### src/rtl/xdma_h2c_read_engine.sv
// H2C read engine: turns user read requests into XDMA descriptor-bypass loads,
// checks returned packet lengths and forwards the stream through a skid buffer.
module xdma_h2c_read_engine #(
    parameter int          DATA_WIDTH      = 256,
    parameter int          MAX_OUTSTANDING = 4,
    parameter logic [15:0] DSC_CTL         = 16'h0010
) (
    input  logic                    CLK,
    input  logic                    RST_N,
    input  logic                    rdReq_valid,
    output logic                    rdReq_ready,
    input  logic [63:0]             rdReq_addr,
    input  logic [27:0]             rdReq_len,
    input  logic                    h2cDescByp_ready,
    output logic                    h2cDescByp_load,
    output logic [63:0]             h2cDescByp_src_addr,
    output logic [63:0]             h2cDescByp_dst_addr,
    output logic [27:0]             h2cDescByp_len,
    output logic [15:0]             h2cDescByp_ctl,
    input  logic                    h2cStream_tvalid,
    input  logic [DATA_WIDTH-1:0]   h2cStream_tdata,
    input  logic [DATA_WIDTH/8-1:0] h2cStream_tkeep,
    input  logic                    h2cStream_tlast,
    output logic                    h2cStream_tready,
    output logic                    rdResp_tvalid,
    output logic [DATA_WIDTH-1:0]   rdResp_tdata,
    output logic [DATA_WIDTH/8-1:0] rdResp_tkeep,
    output logic                    rdResp_tlast,
    input  logic                    rdResp_tready,
    output logic [4:0]              outstanding,
    output logic                    errLen,
    output logic [15:0]             errCount
);
    localparam int KEEP_WIDTH = DATA_WIDTH / 8;
    localparam int PTR_W      = $clog2(MAX_OUTSTANDING);

    typedef enum logic {IDLE, LOAD} issue_state_t;

    issue_state_t        state;
    logic [63:0]         req_addr;
    logic [27:0]         req_len;

    logic [27:0]         len_mem [MAX_OUTSTANDING];
    logic [PTR_W-1:0]    wr_ptr;
    logic [PTR_W-1:0]    rd_ptr;
    logic [4:0]          fifo_count;
    logic                fifo_full;
    logic                fifo_empty;

    logic [27:0]         byte_acc;
    logic [27:0]         acc_total;
    logic                beat_fire;
    logic                tlast_fire;
    logic                pop;
    logic                req_fire;
    logic                zero_len_err;
    logic                len_err;

    logic [DATA_WIDTH-1:0] skid_data [2];
    logic [KEEP_WIDTH-1:0] skid_keep [2];
    logic                  skid_last [2];
    logic                  skid_wr;
    logic                  skid_rd;
    logic [1:0]            skid_count;
    logic [1:0]            skid_next_count;
    logic                  skid_ready;
    logic                  out_fire;

    function automatic logic [27:0] keep_bytes(input logic [KEEP_WIDTH-1:0] keep);
        logic [27:0] n;
        n = '0;
        for (int i = 0; i < KEEP_WIDTH; i++) begin
            n = n + {27'd0, keep[i]};
        end
        return n;
    endfunction

    assign fifo_full    = (fifo_count == 5'(MAX_OUTSTANDING));
    assign fifo_empty   = (fifo_count == 5'd0);
    assign rdReq_ready  = (state == IDLE) && !fifo_full;
    assign req_fire     = rdReq_valid && rdReq_ready;
    assign zero_len_err = req_fire && (rdReq_len == 28'd0);

    assign h2cDescByp_load     = (state == LOAD) && h2cDescByp_ready;
    assign h2cDescByp_src_addr = req_addr;
    assign h2cDescByp_len      = req_len;
    assign h2cDescByp_dst_addr = 64'd0;
    assign h2cDescByp_ctl      = DSC_CTL;

    // Zero-length requests are consumed in IDLE and never reach the XDMA.
    always_ff @(posedge CLK) begin
        if (!RST_N) begin
            state    <= IDLE;
            req_addr <= 64'd0;
            req_len  <= 28'd0;
        end else begin
            case (state)
                IDLE: begin
                    if (req_fire && (rdReq_len != 28'd0)) begin
                        req_addr <= rdReq_addr;
                        req_len  <= rdReq_len;
                        state    <= LOAD;
                    end
                end
                LOAD: begin
                    if (h2cDescByp_ready) begin
                        state <= IDLE;
                    end
                end
                default: state <= IDLE;
            endcase
        end
    end

    assign beat_fire  = h2cStream_tvalid && h2cStream_tready;
    assign tlast_fire = beat_fire && h2cStream_tlast;
    assign acc_total  = byte_acc + keep_bytes(h2cStream_tkeep);
    assign pop        = tlast_fire && !fifo_empty;
    assign len_err    = tlast_fire && (fifo_empty || (acc_total != len_mem[rd_ptr]));
    assign outstanding = fifo_count;

    always_ff @(posedge CLK) begin
        if (h2cDescByp_load) begin
            len_mem[wr_ptr] <= req_len;
        end
    end

    // A tlast with nothing outstanding is an orphan: flagged but nothing popped.
    always_ff @(posedge CLK) begin
        if (!RST_N) begin
            wr_ptr     <= '0;
            rd_ptr     <= '0;
            fifo_count <= 5'd0;
            byte_acc   <= 28'd0;
            errLen     <= 1'b0;
            errCount   <= 16'd0;
        end else begin
            if (h2cDescByp_load) begin
                wr_ptr <= wr_ptr + 1'b1;
            end
            if (pop) begin
                rd_ptr <= rd_ptr + 1'b1;
            end
            if (h2cDescByp_load && !pop) begin
                fifo_count <= fifo_count + 5'd1;
            end else if (pop && !h2cDescByp_load) begin
                fifo_count <= fifo_count - 5'd1;
            end
            if (beat_fire) begin
                byte_acc <= h2cStream_tlast ? 28'd0 : acc_total;
            end
            errLen <= zero_len_err || len_err;
            if ((zero_len_err || len_err) && (errCount != 16'hFFFF)) begin
                errCount <= errCount + 16'd1;
            end
        end
    end

    assign out_fire         = rdResp_tvalid && rdResp_tready;
    assign h2cStream_tready = skid_ready;
    assign rdResp_tvalid    = (skid_count != 2'd0);
    assign rdResp_tdata     = skid_data[skid_rd];
    assign rdResp_tkeep     = skid_keep[skid_rd];
    assign rdResp_tlast     = skid_last[skid_rd];

    always_comb begin
        skid_next_count = skid_count;
        if (beat_fire && !out_fire) begin
            skid_next_count = skid_count + 2'd1;
        end else if (out_fire && !beat_fire) begin
            skid_next_count = skid_count - 2'd1;
        end
    end

    always_ff @(posedge CLK) begin
        if (beat_fire) begin
            skid_data[skid_wr] <= h2cStream_tdata;
            skid_keep[skid_wr] <= h2cStream_tkeep;
            skid_last[skid_wr] <= h2cStream_tlast;
        end
    end

    // Ready is a flop so the user's backpressure never reaches the XDMA combinationally.
    always_ff @(posedge CLK) begin
        if (!RST_N) begin
            skid_wr    <= 1'b0;
            skid_rd    <= 1'b0;
            skid_count <= 2'd0;
            skid_ready <= 1'b1;
        end else begin
            if (beat_fire) begin
                skid_wr <= ~skid_wr;
            end
            if (out_fire) begin
                skid_rd <= ~skid_rd;
            end
            skid_count <= skid_next_count;
            skid_ready <= (skid_next_count != 2'd2);
        end
    end

endmodule

### config.mk
export PLATFORM = sky130hd
export DESIGN_NAME = xdma_h2c_read_engine
export DESIGN_NICKNAME = d
export VERILOG_FILES = /design/src/rtl/xdma_h2c_read_engine.sv
export SDC_FILE = /design/constraint.sdc
export NUM_CORES = 1
export LEC_CHECK = 0
export CAP_MARGIN = 20
export CELL_PAD_IN_SITES_DETAIL_PLACEMENT = 1
export CELL_PAD_IN_SITES_GLOBAL_PLACEMENT = 2
export CORE_AREA = 3 3 339 341
export CTS_CLUSTER_DIAMETER = 80
export CTS_CLUSTER_SIZE = 25
export DETAILED_ROUTE_END_ITERATION = 8
export DIE_AREA = 0 0 342 344
export HOLD_SLACK_MARGIN = 0.08
export PLACE_DENSITY_LB_ADDON = 0.1
export SYNTH_ARGS = -nofsm -noshare
export SYNTH_HDL_FRONTEND = slang
export SYNTH_SLANG_ARGS = --single-unit
### constraint.sdc
create_clock -name CLK -period 22.1 [get_ports CLK]
set_input_delay 4.42 -clock CLK [delete_from_list [all_inputs] [get_ports CLK]]
set_output_delay 4.42 -clock CLK [all_outputs]
set_load 0.01 [all_outputs]
==> results of run 1 <==
==> worst max path at each step <==
stage	slack [ns]	from	depth (start not counted)	to
6_report	10.94	h2cStream_tkeep[5]	20	errCount[12]$_SDFFE_PN0P_
3_5_place_dp	10.16	h2cStream_tkeep[5]	20	errCount[12]$_SDFFE_PN0P_
3_3_place_gp	10.18	h2cStream_tkeep[5]	20	errCount[12]$_SDFFE_PN0P_
4_1_cts	10.89	h2cStream_tkeep[5]	20	errCount[12]$_SDFFE_PN0P_
2_1_floorplan	4.43	h2cStream_tvalid	3	skid_data[0][0]$_DFFE_PP_
5_1_grt	10.53	h2cStream_tkeep[5]	20	errCount[12]$_SDFFE_PN0P_
==> cells in the mapped netlist, types with 16 or more instances <==
cell type    n  area, sq um
edfxtp_1   690        20720
mux2_2     290         3266
nand2_1    240        900.9
dfxtp_1    155         3103
a21oi_1    138        690.7
buf_4       82        615.6
clkbuf_1    71        266.5
nor2_1      62        232.7
inv_1       53        198.9
xnor2_1     35        306.5
mux4_2      28        630.6
fa_1        27        540.5
ha_1        25        312.8
o21ai_0     23        115.1
nand3_1     16        80.08
nor4_1      16        100.1
==> area by class of cell <==
type                    count  area share (%)
clock inverters            31          0.9422
well taps                1500           4.194
diodes                     13         0.07269
clock buffers              55           2.885
multi-input cells        1163           20.02
inverters                  54          0.4585
flip-flops and latches    845           53.25
repair buffers            816           18.18
==> logic make-up after synthesis <==
| family | Yosys count |
|---|---|
| multiplexers | 329 |
| buffers and inverters | 233 |
| adder cells (fa/ha/maj) | 52 |
| other | 2 |
| flip-flops | 845 |
| XOR/XNOR | 49 |
| AO/OA/AOI/OAI | 225 |
| AND/OR/NAND/NOR | 428 |
==> through the flow <==
step	utilization (%)	setup WS, ns	total power [mW]	instance area, sq um
2_1_floorplan	-	4.431	3.138	34000
3_3_place_gp	38.33	10.18	3.914	43010
3_5_place_dp	38.33	10.16	3.937	43010
4_1_cts	39.86	10.89	5.041	44720
5_1_grt	39.87	10.53	5.216	44730
6_report	39.89	10.94	4.943	44750
==> power groups by stage <==
stage          clock (mW)  sequential (mW)  combinational, mW
2_1_floorplan           0             2.15              0.990
3_3_place_gp            0             2.07               1.85
3_5_place_dp            0             2.08               1.85
4_1_cts              1.13             2.05               1.87
5_1_grt              1.18             2.06               1.97
6_report             1.08             2.04               1.82
==> worst reg2reg max path, cell delays in order (launching register included) <==
cell and delay [ns]:
dfxtp_1 0.34, inv_1 0.07, fa_1 0.57, fa_1 0.46, fa_1 0.52, fa_1 0.55, fa_1 0.43, fa_1 0.41
fa_1 0.43, nand2b_1 0.24, a211oi_1 0.45, o21bai_1 0.22, nor3_1 0.43, o22ai_1 0.16, a2111o_1 0.39, nor4_4 0.17
buf_4 0.36, nor2_1 0.11, o221a_1 0.25
==> layer usage <==
| metal | vias to the layer above | share of wire (%) | GRT usage (%) |
|---|---|---|---|
| met5 | - | 0.19 | 0 |
| met4 | 36 | 1.7 | 3.586 |
| met3 | 144 | 6.6 | 5.530 |
| met2 | 559 | 52 | 34.15 |
| met1 | 10562 | 39 | 22.26 |
| li1 | 9369 | - | - |
==> state kept, by name, indices dropped and copies added, names as in the netlist, 2 cells and up, named ones only <==
signal,cells
skid_keep,64
errCount,16
wr_ptr,2
rd_ptr,2
h2cDescByp_src_addr,64
byte_acc,28
h2cDescByp_len,28
skid_last,2
skid_count,2
len_mem,112
skid_data,512
outstanding,5
==> results summary, run 1 <==
The portion of total power attributed to the clock network came out at 21.8%. The worst-case hold path end point is h2cDescByp_src_addr[22]$_SDFFE_PN0P_. The die span in y is 344 um. The number of global-route vias before repair was 21,655. The adder-cell share of the synthesized area came out at 2.532%. The critical path is of the input port to register type. The number of buffer and inverter instances along the worst setup path is 3.

The sequential group share of total power came out at 41.3%. The slew at the pin with the worst max-slew slack came out at 1.044 ns. The most frequently used flop master after synthesis is edfxtp_1. The CTS tree is done.

The floorplan step set the die width to 342 um. The total count of max-transition violations in the final report came to 0. The average routed wire per standard cell is 25.88 um. Post-CTS timing repair inserted 0 buffers for setup.

In the final layout, the multi-input gates occupy 0.008959 sq mm. The placeable core area came out at 0.1122 sq mm. The cell count of the worst hold path is 2. Counting along the longest clock path gives a buffer depth of 3. The delay contributed by the slowest stage of the critical path is 0.62 ns. Among the stages of the critical path, the cell type that occurs most often is fa_1. The post-synthesis cell area is 0.03371 sq mm.

The maximum fanout along the worst path came out at 26. The synthesized netlist devotes 1.437% of its cell area to XOR and XNOR gates. The switching portion of total power is 32.67%. The number of max-cap violations is 0. Setup repair after global routing left no endpoint under its margin. The post-route fraction of the period consumed by the critical path came out at 50.51%. After synthesis, flip-flops and latches occupy 70.68% of the total area. The clock sink count is 845.

The final setup violation count came out at 0. The synthesized netlist devotes 4.020% of its cell area to compound gates. The iteration count of the initial detailed-routing pass is 5.

The signal on the critical path passes through clkdlybuf4s50_1, inv_1, fa_1, fa_1, fa_1, fa_1, fa_1, fa_1, fa_1, fa_1, nand2b_1, a211oi_1, o21bai_1, nor3_1, o22ai_1, a2111o_1, nor4_4, buf_4, nor2_1, o221a_1. The count of standard-cell rows came out at 123. In this run the critical register-to-register path is launched from byte_acc[0]$_SDFFE_PN0P_. The fraction of final layout cells sized beyond drive strength 1 is 15.15%. The iteration-0 DRC count of the detailed router is 1,205. The wire-length estimate of the detail-placed layout is 86.34 mm. The power per standard cell area is 110.5 mW/mm^2. The sum of overflow across all layers after global routing came out at 0.

The proportion of power drawn by combinational gates is 36.9%. The post-detailed-route count of antenna-violating nets came out at 0. The number of buffers inserted by hold repair at cts came out at 0. The cell count after synthesis is 2,163. The total of cells resized after clock tree synthesis came out at 0.

Summed over all failing endpoints, the final setup total negative slack is 0 ns. The global placer's final weighted congestion is 0.8295. The count of boundary I/O pins came out at 874. The library cell used most frequently in the layout, excluding fill and tap cells, is clkdlybuf4s50_1. The number of levels in the clock H-tree is 2. The number of distinct standard cells referenced by the synthesized netlist came out at 65.

Clock tree synthesis selected as its root buffer the cell clkbuf_16. In the layout the commonest cells are clkdlybuf4s50_1 (793), edfxtp_1 (690), mux2_2 (290), nand2_1 (240), dfxtp_1 (152). The post-route clock skew came out at 0.04455 ns.

The number of flops mapped to enable cells by yosys is 690. The worst-case reg-to-reg path depth is 18. The worst setup path is launched from an input port. The highest clock frequency the design can meet came out at 0.08959 GHz. The worst-case register-to-register setup slack came out at 15.47 ns. The pin count of the biggest net entering global routing is 152. The fill cell instance count of the final layout came out at 11,386. The instance count after placement with tap cells included is 4,378.

The clock latency reported for the late side of the worst-skew pair is 0.67 ns. Of the post-synthesis cell area, the part taken by muxes is 11.89%. The overall track demand over capacity in global routing is 18.86%. The number of antenna violations at the first check in global routing is 44.

After the flow finishes, the layout carries non-filler instances totaling 4,477. The count of yosys warnings during synthesis is 0. The area share of and/or/nand/nor cells after synthesis is 5.731%. The shortest clock period the worst path allows after layout came out at 11.16 ns.

The initial core utilization is 30.04%. The run finished with clean final reports. The required time at the worst-slack endpoint came out at 22.64 ns. The count of nets after finishing came out at 3,369. The largest family of logic cells by synthesized area is multiplexers. The floorplan step defined a die boundary enclosing 0.1176 sq mm. The worst setup path is captured at a register. The critical path arrival came out at 11.71 ns. The largest individual stage delay along the critical path comes from the cell fa_1.

TritonCTS created 50 clock buffers. The beginning of the worst hold path is h2cDescByp_src_addr[22]$_SDFFE_PN0P_. The CTS clock-pin slew for the worst setup and hold paths came out at 0.10 ns. The leakage power figure is 15.05 nW.

The worst pin sits at a relative slew slack of 30.38%. The count of vias placed by the detailed router came out at 20,670. The storage element area came out at 0.02383 sq mm. The sum of routed wire length over all layers came out at 115.9 mm. The final hold violation count is 0. The minimum hold slack came out at 0.4580 ns. The switching power of the nets came out at 1.615 mW. The tightest min-delay check is of the register to register type. The count of input and output buffers is 793. Cell internal power was estimated by the tool at 3.329 mW.

The wire length of the first global-routing pass came out at 161.5 mm. The capture instance of the worst register-to-register path is errCount[12]$_SDFFE_PN0P_. The worst-case IR drop observed on VDD is 0.0001201 V. The average cell area after synthesis came out at 15.58 sq um.

The layout overhead on the synthesized area is 32.76%. After detailed routing, the number of remaining DRC violations is 0. The via-per-instance ratio is 4.617. The flip-flop and latch count after synthesis is 845. The fraction of registers with async set/reset came out at 0%.

In this design, the largest share of critical-path delay is due to adder cells.
No activity file was read; power rests on OpenSTA's default activity.
==> run 2, diff against run 1 <==
CORE_AREA = default   (was 3 3 339 341)
CORE_MARGIN = 3   (was default)
CORE_UTILIZATION = 30   (was default)
DIE_AREA = default   (was 0 0 342 344)
clock period = 10.03 ns   (was 22.1 ns; I/O delays follow)
==> run 2 against run 1 <==
Against the previous run:
- core utilization grew 0.30 points
- power grew 120%
- setup slack lost 9.8 ns
- die area shrank 1.0%
- sequential power grew 120%
- first-iteration DRC count shrank 11%
- sequential cell count is the same
- global-route usage shrank 0.32 points
- clock skew shrank 0.011 ns
- clock power grew 110%
- hold slack gained 0.0031 ns
- non-clock buffer count shrank 2
- highest routed layer unchanged
- largest power group unchanged
==> results summary, run 2 (synthesized netlist as in run 1, its figures left out) <==
The run finished with clean final reports. The library cell used most frequently in the layout, excluding fill and tap cells, is clkdlybuf4s50_1. The number of clock buffers inserted by TritonCTS came out at 49 (-2.0%). The die span in y is 341.2 um (-0.81%). The worst setup path is launched from an input port.

The wire length of the first global-routing pass was 157.8 mm (-2.3%). The CTS clock-pin slew for the worst setup and hold paths is 0.09 ns (about the same). The count of boundary I/O pins came out at 874 (unchanged).

The number of levels in the clock H-tree is 2 (unchanged). The flip-flop count of the largest register after layout came out at 512 (unchanged). The critical path class is input port to register. The post-detailed-route count of antenna-violating nets is 0 (unchanged). The number of max-cap violations came to 0 (unchanged).

The leakage power figure was 14.99 nW (-0.44%). The power per standard cell area came out at 241.5 mW/mm^2 (+120%). The initial core utilization came out at 30.33% (+0.29 points). In the layout the commonest cells are clkdlybuf4s50_1 (793), edfxtp_1 (690), mux2_2 (290), nand2_1 (240), dfxtp_1 (152).

In the final layout, the registers with the most flip-flops are skid_data: 512 flops, len_mem: 112 flops. The overall track demand over capacity in global routing came out at 18.54% (-0.32 points). The global-route track usage on met2 is 31.75% (-2.4 points). TritonCTS built the clock tree.

The pin count of the biggest net entering global routing is 161 (+5.9%). The maximum buffer depth of the clock tree is 3 (unchanged). The post-detailed-placement half-perimeter wirelength came to 83.05 mm (-3.8%). The minimum hold slack came out at 0.4611 ns (+0.003088 ns). In this run the worst hold path is classified as register to register.

The iteration count of the initial detailed-routing pass is 4 (-1). The reg-to-reg startpoint is byte_acc[0]$_SDFFE_PN0P_. The fraction of final layout cells sized beyond drive strength 1 is 15.23% (+0.083 points). The maximum fanout along the worst path came out at 26 (unchanged). The clock sink count is 845 (unchanged). The cell count of the worst hold path came out at 2 (unchanged). The root buffer cell is clkbuf_16. Dividing the final minimum period by the clock period gives 88.68%.

The average routed wire per standard cell came to 25.19 um (-2.7%). Relative to the synthesized area, the layout overhead comes to 32.51%. The total count of max-transition violations in the final report came out at 0 (unchanged).

The post-route clock skew is 0.03356 ns (-0.01099 ns). The number of antenna violations at the first check in global routing came to 40 (-9.1%). The via-per-instance ratio is 4.591 (-0.56%).

The placeable core area is 0.1111 sq mm (-0.95%). The overall die area came to 0.1164 sq mm (-1.0%). The post-CTS setup buffer count came out at 0 (unchanged). The critical path starts at h2cStream_tkeep[0]. The iteration-0 DRC count of the detailed router is 1,071 (-11%). The clock period could shrink to 8.894 ns.

The global placer's final weighted congestion is 0.8068 (-2.7%). The worst-case reg-to-reg path depth is 19 (+1). Setup repair after global routing left no endpoint under its margin. The setup TNS came out at 0 ns (unchanged). The headroom to the max-slew limit came out at 25.83% (-4.6 points). The number of global-route vias before repair came to 21,534 (-0.56%).

The final hold violation count came out at 0 (unchanged). The total of cells resized after clock tree synthesis came to 0 (unchanged). The critical path arrival came out at 9.44 ns (-2.27 ns).

The maximum resistive drop on vdd came to 0.0002449 V (+100%). The final setup violation count is 0 (unchanged). The number of remaining DRC errors came out at 0 (unchanged).

The count of vias placed by the detailed router is 20,518 (-0.74%). The startpoint identified for the worst hold timing path is h2cDescByp_src_addr[12]$_SDFFE_PN0P_. In this run the most used layer during global routing was met2. The sum of overflow across all layers after global routing came out at 0 (unchanged). For this run, the top clock speed supported by timing is 0.1124 GHz. The width of the die is 341.2 um (-0.23%). The sum of routed wire length over all layers came out at 112.6 mm (-2.8%).

The met3 track utilization from global routing is 6.301% (+0.77 points). skid_data holds more flip-flops than any other register. The count of input and output buffers is 793 (unchanged). The count of nets after finishing came to 3,366 (-0.089%). STA classifies the critical path endpoint as a register.

The slew at the pin with the worst max-slew slack is 1.113 ns (+0.06831 ns). The routing usage on met1 came out at 21.33% (-0.93 points). The required time at the worst-slack endpoint is 10.57 ns (-12.07 ns). The count of standard-cell rows came out at 122 (-0.81%).

The clock latency reported for the late side of the worst-skew pair is 0.67 ns (about the same). The number of buffers inserted by hold repair at cts came out at 0 (unchanged).
[run 2: cell count changes in the layout (fill, tap and decap cells not counted), sizes merged]
cell      previous run  this run
buf                 23        21
bufinv               3         2
clkbuf              55        53
clkinv              10        11
clkinvlp             1         4
diode               13        20
inv                 71        69
[run 2: final cells by class]
cell class	count	area [sq um]
fill	11430	66460
sequential	845	23830
multi-input combinational	1163	8964
timing repair buffer	814	8133
tap	1488	1862
clock buffer	53	1241
clock inverter	32	380.4
inverter	54	205.2
antenna	20	50.05
[run 2: power breakdown]
part	internal [mW]	switching (mW)
clock	1.01	1.28
sequential	4.33	0.163
combinational	1.93	2.07
total	7.27	3.51
[run 2: routing by layer]
metal | vias to the layer above | share of wire [%]
li1 | 9399 | -
met2 | 578 | 50
met4 | 38 | 3.3
met3 | 173 | 7.8
met1 | 10330 | 39
met5 | - | 0.21
[run 2: worst max-delay path: stages]
cell and delay (ns):
clkdlybuf4s50_1 0.49, fa_1 0.59, inv_1 0.08, fa_1 0.65
fa_1 0.49, fa_1 0.52, fa_1 0.56, fa_1 0.43
fa_1 0.42, fa_1 0.41, nand2b_1 0.24, a2111oi_0 0.56
buf_4 0.21, o2111a_1 0.26, xnor2_1 0.14, and3b_1 0.18
o2111ai_1 0.19, nor4_4 0.29, buf_4 0.36, nor2_1 0.09
o221a_1 0.24
[run 2: path summary, 6_finish.rpt]
check | endpoint | slack, ns
setup / recovery | errCount[12]$_SDFFE_PN0P_ | 1.14
hold / removal | h2cDescByp_src_addr[12]$_SDFFE_PN0P_ | 0.46
setup reg to reg | errCount[12]$_SDFFE_PN0P_ | 3.09
hold reg to reg | h2cDescByp_src_addr[12]$_SDFFE_PN0P_ | 0.46
[run 2: per-stage QoR]
stage	cell area, sq um	instances	setup slack, ns	utilization [%]	power [mW]
2_1_floorplan	34010	2241	0.7097	-	6.812
3_3_place_gp	42990	4364	0.4282	38.69	8.607
3_5_place_dp	42990	4364	0.4421	38.69	8.658
4_1_cts	44610	4449	1.115	40.15	10.99
5_1_grt	44640	4461	0.8256	40.17	11.37
6_report	44660	4469	1.136	40.19	10.79
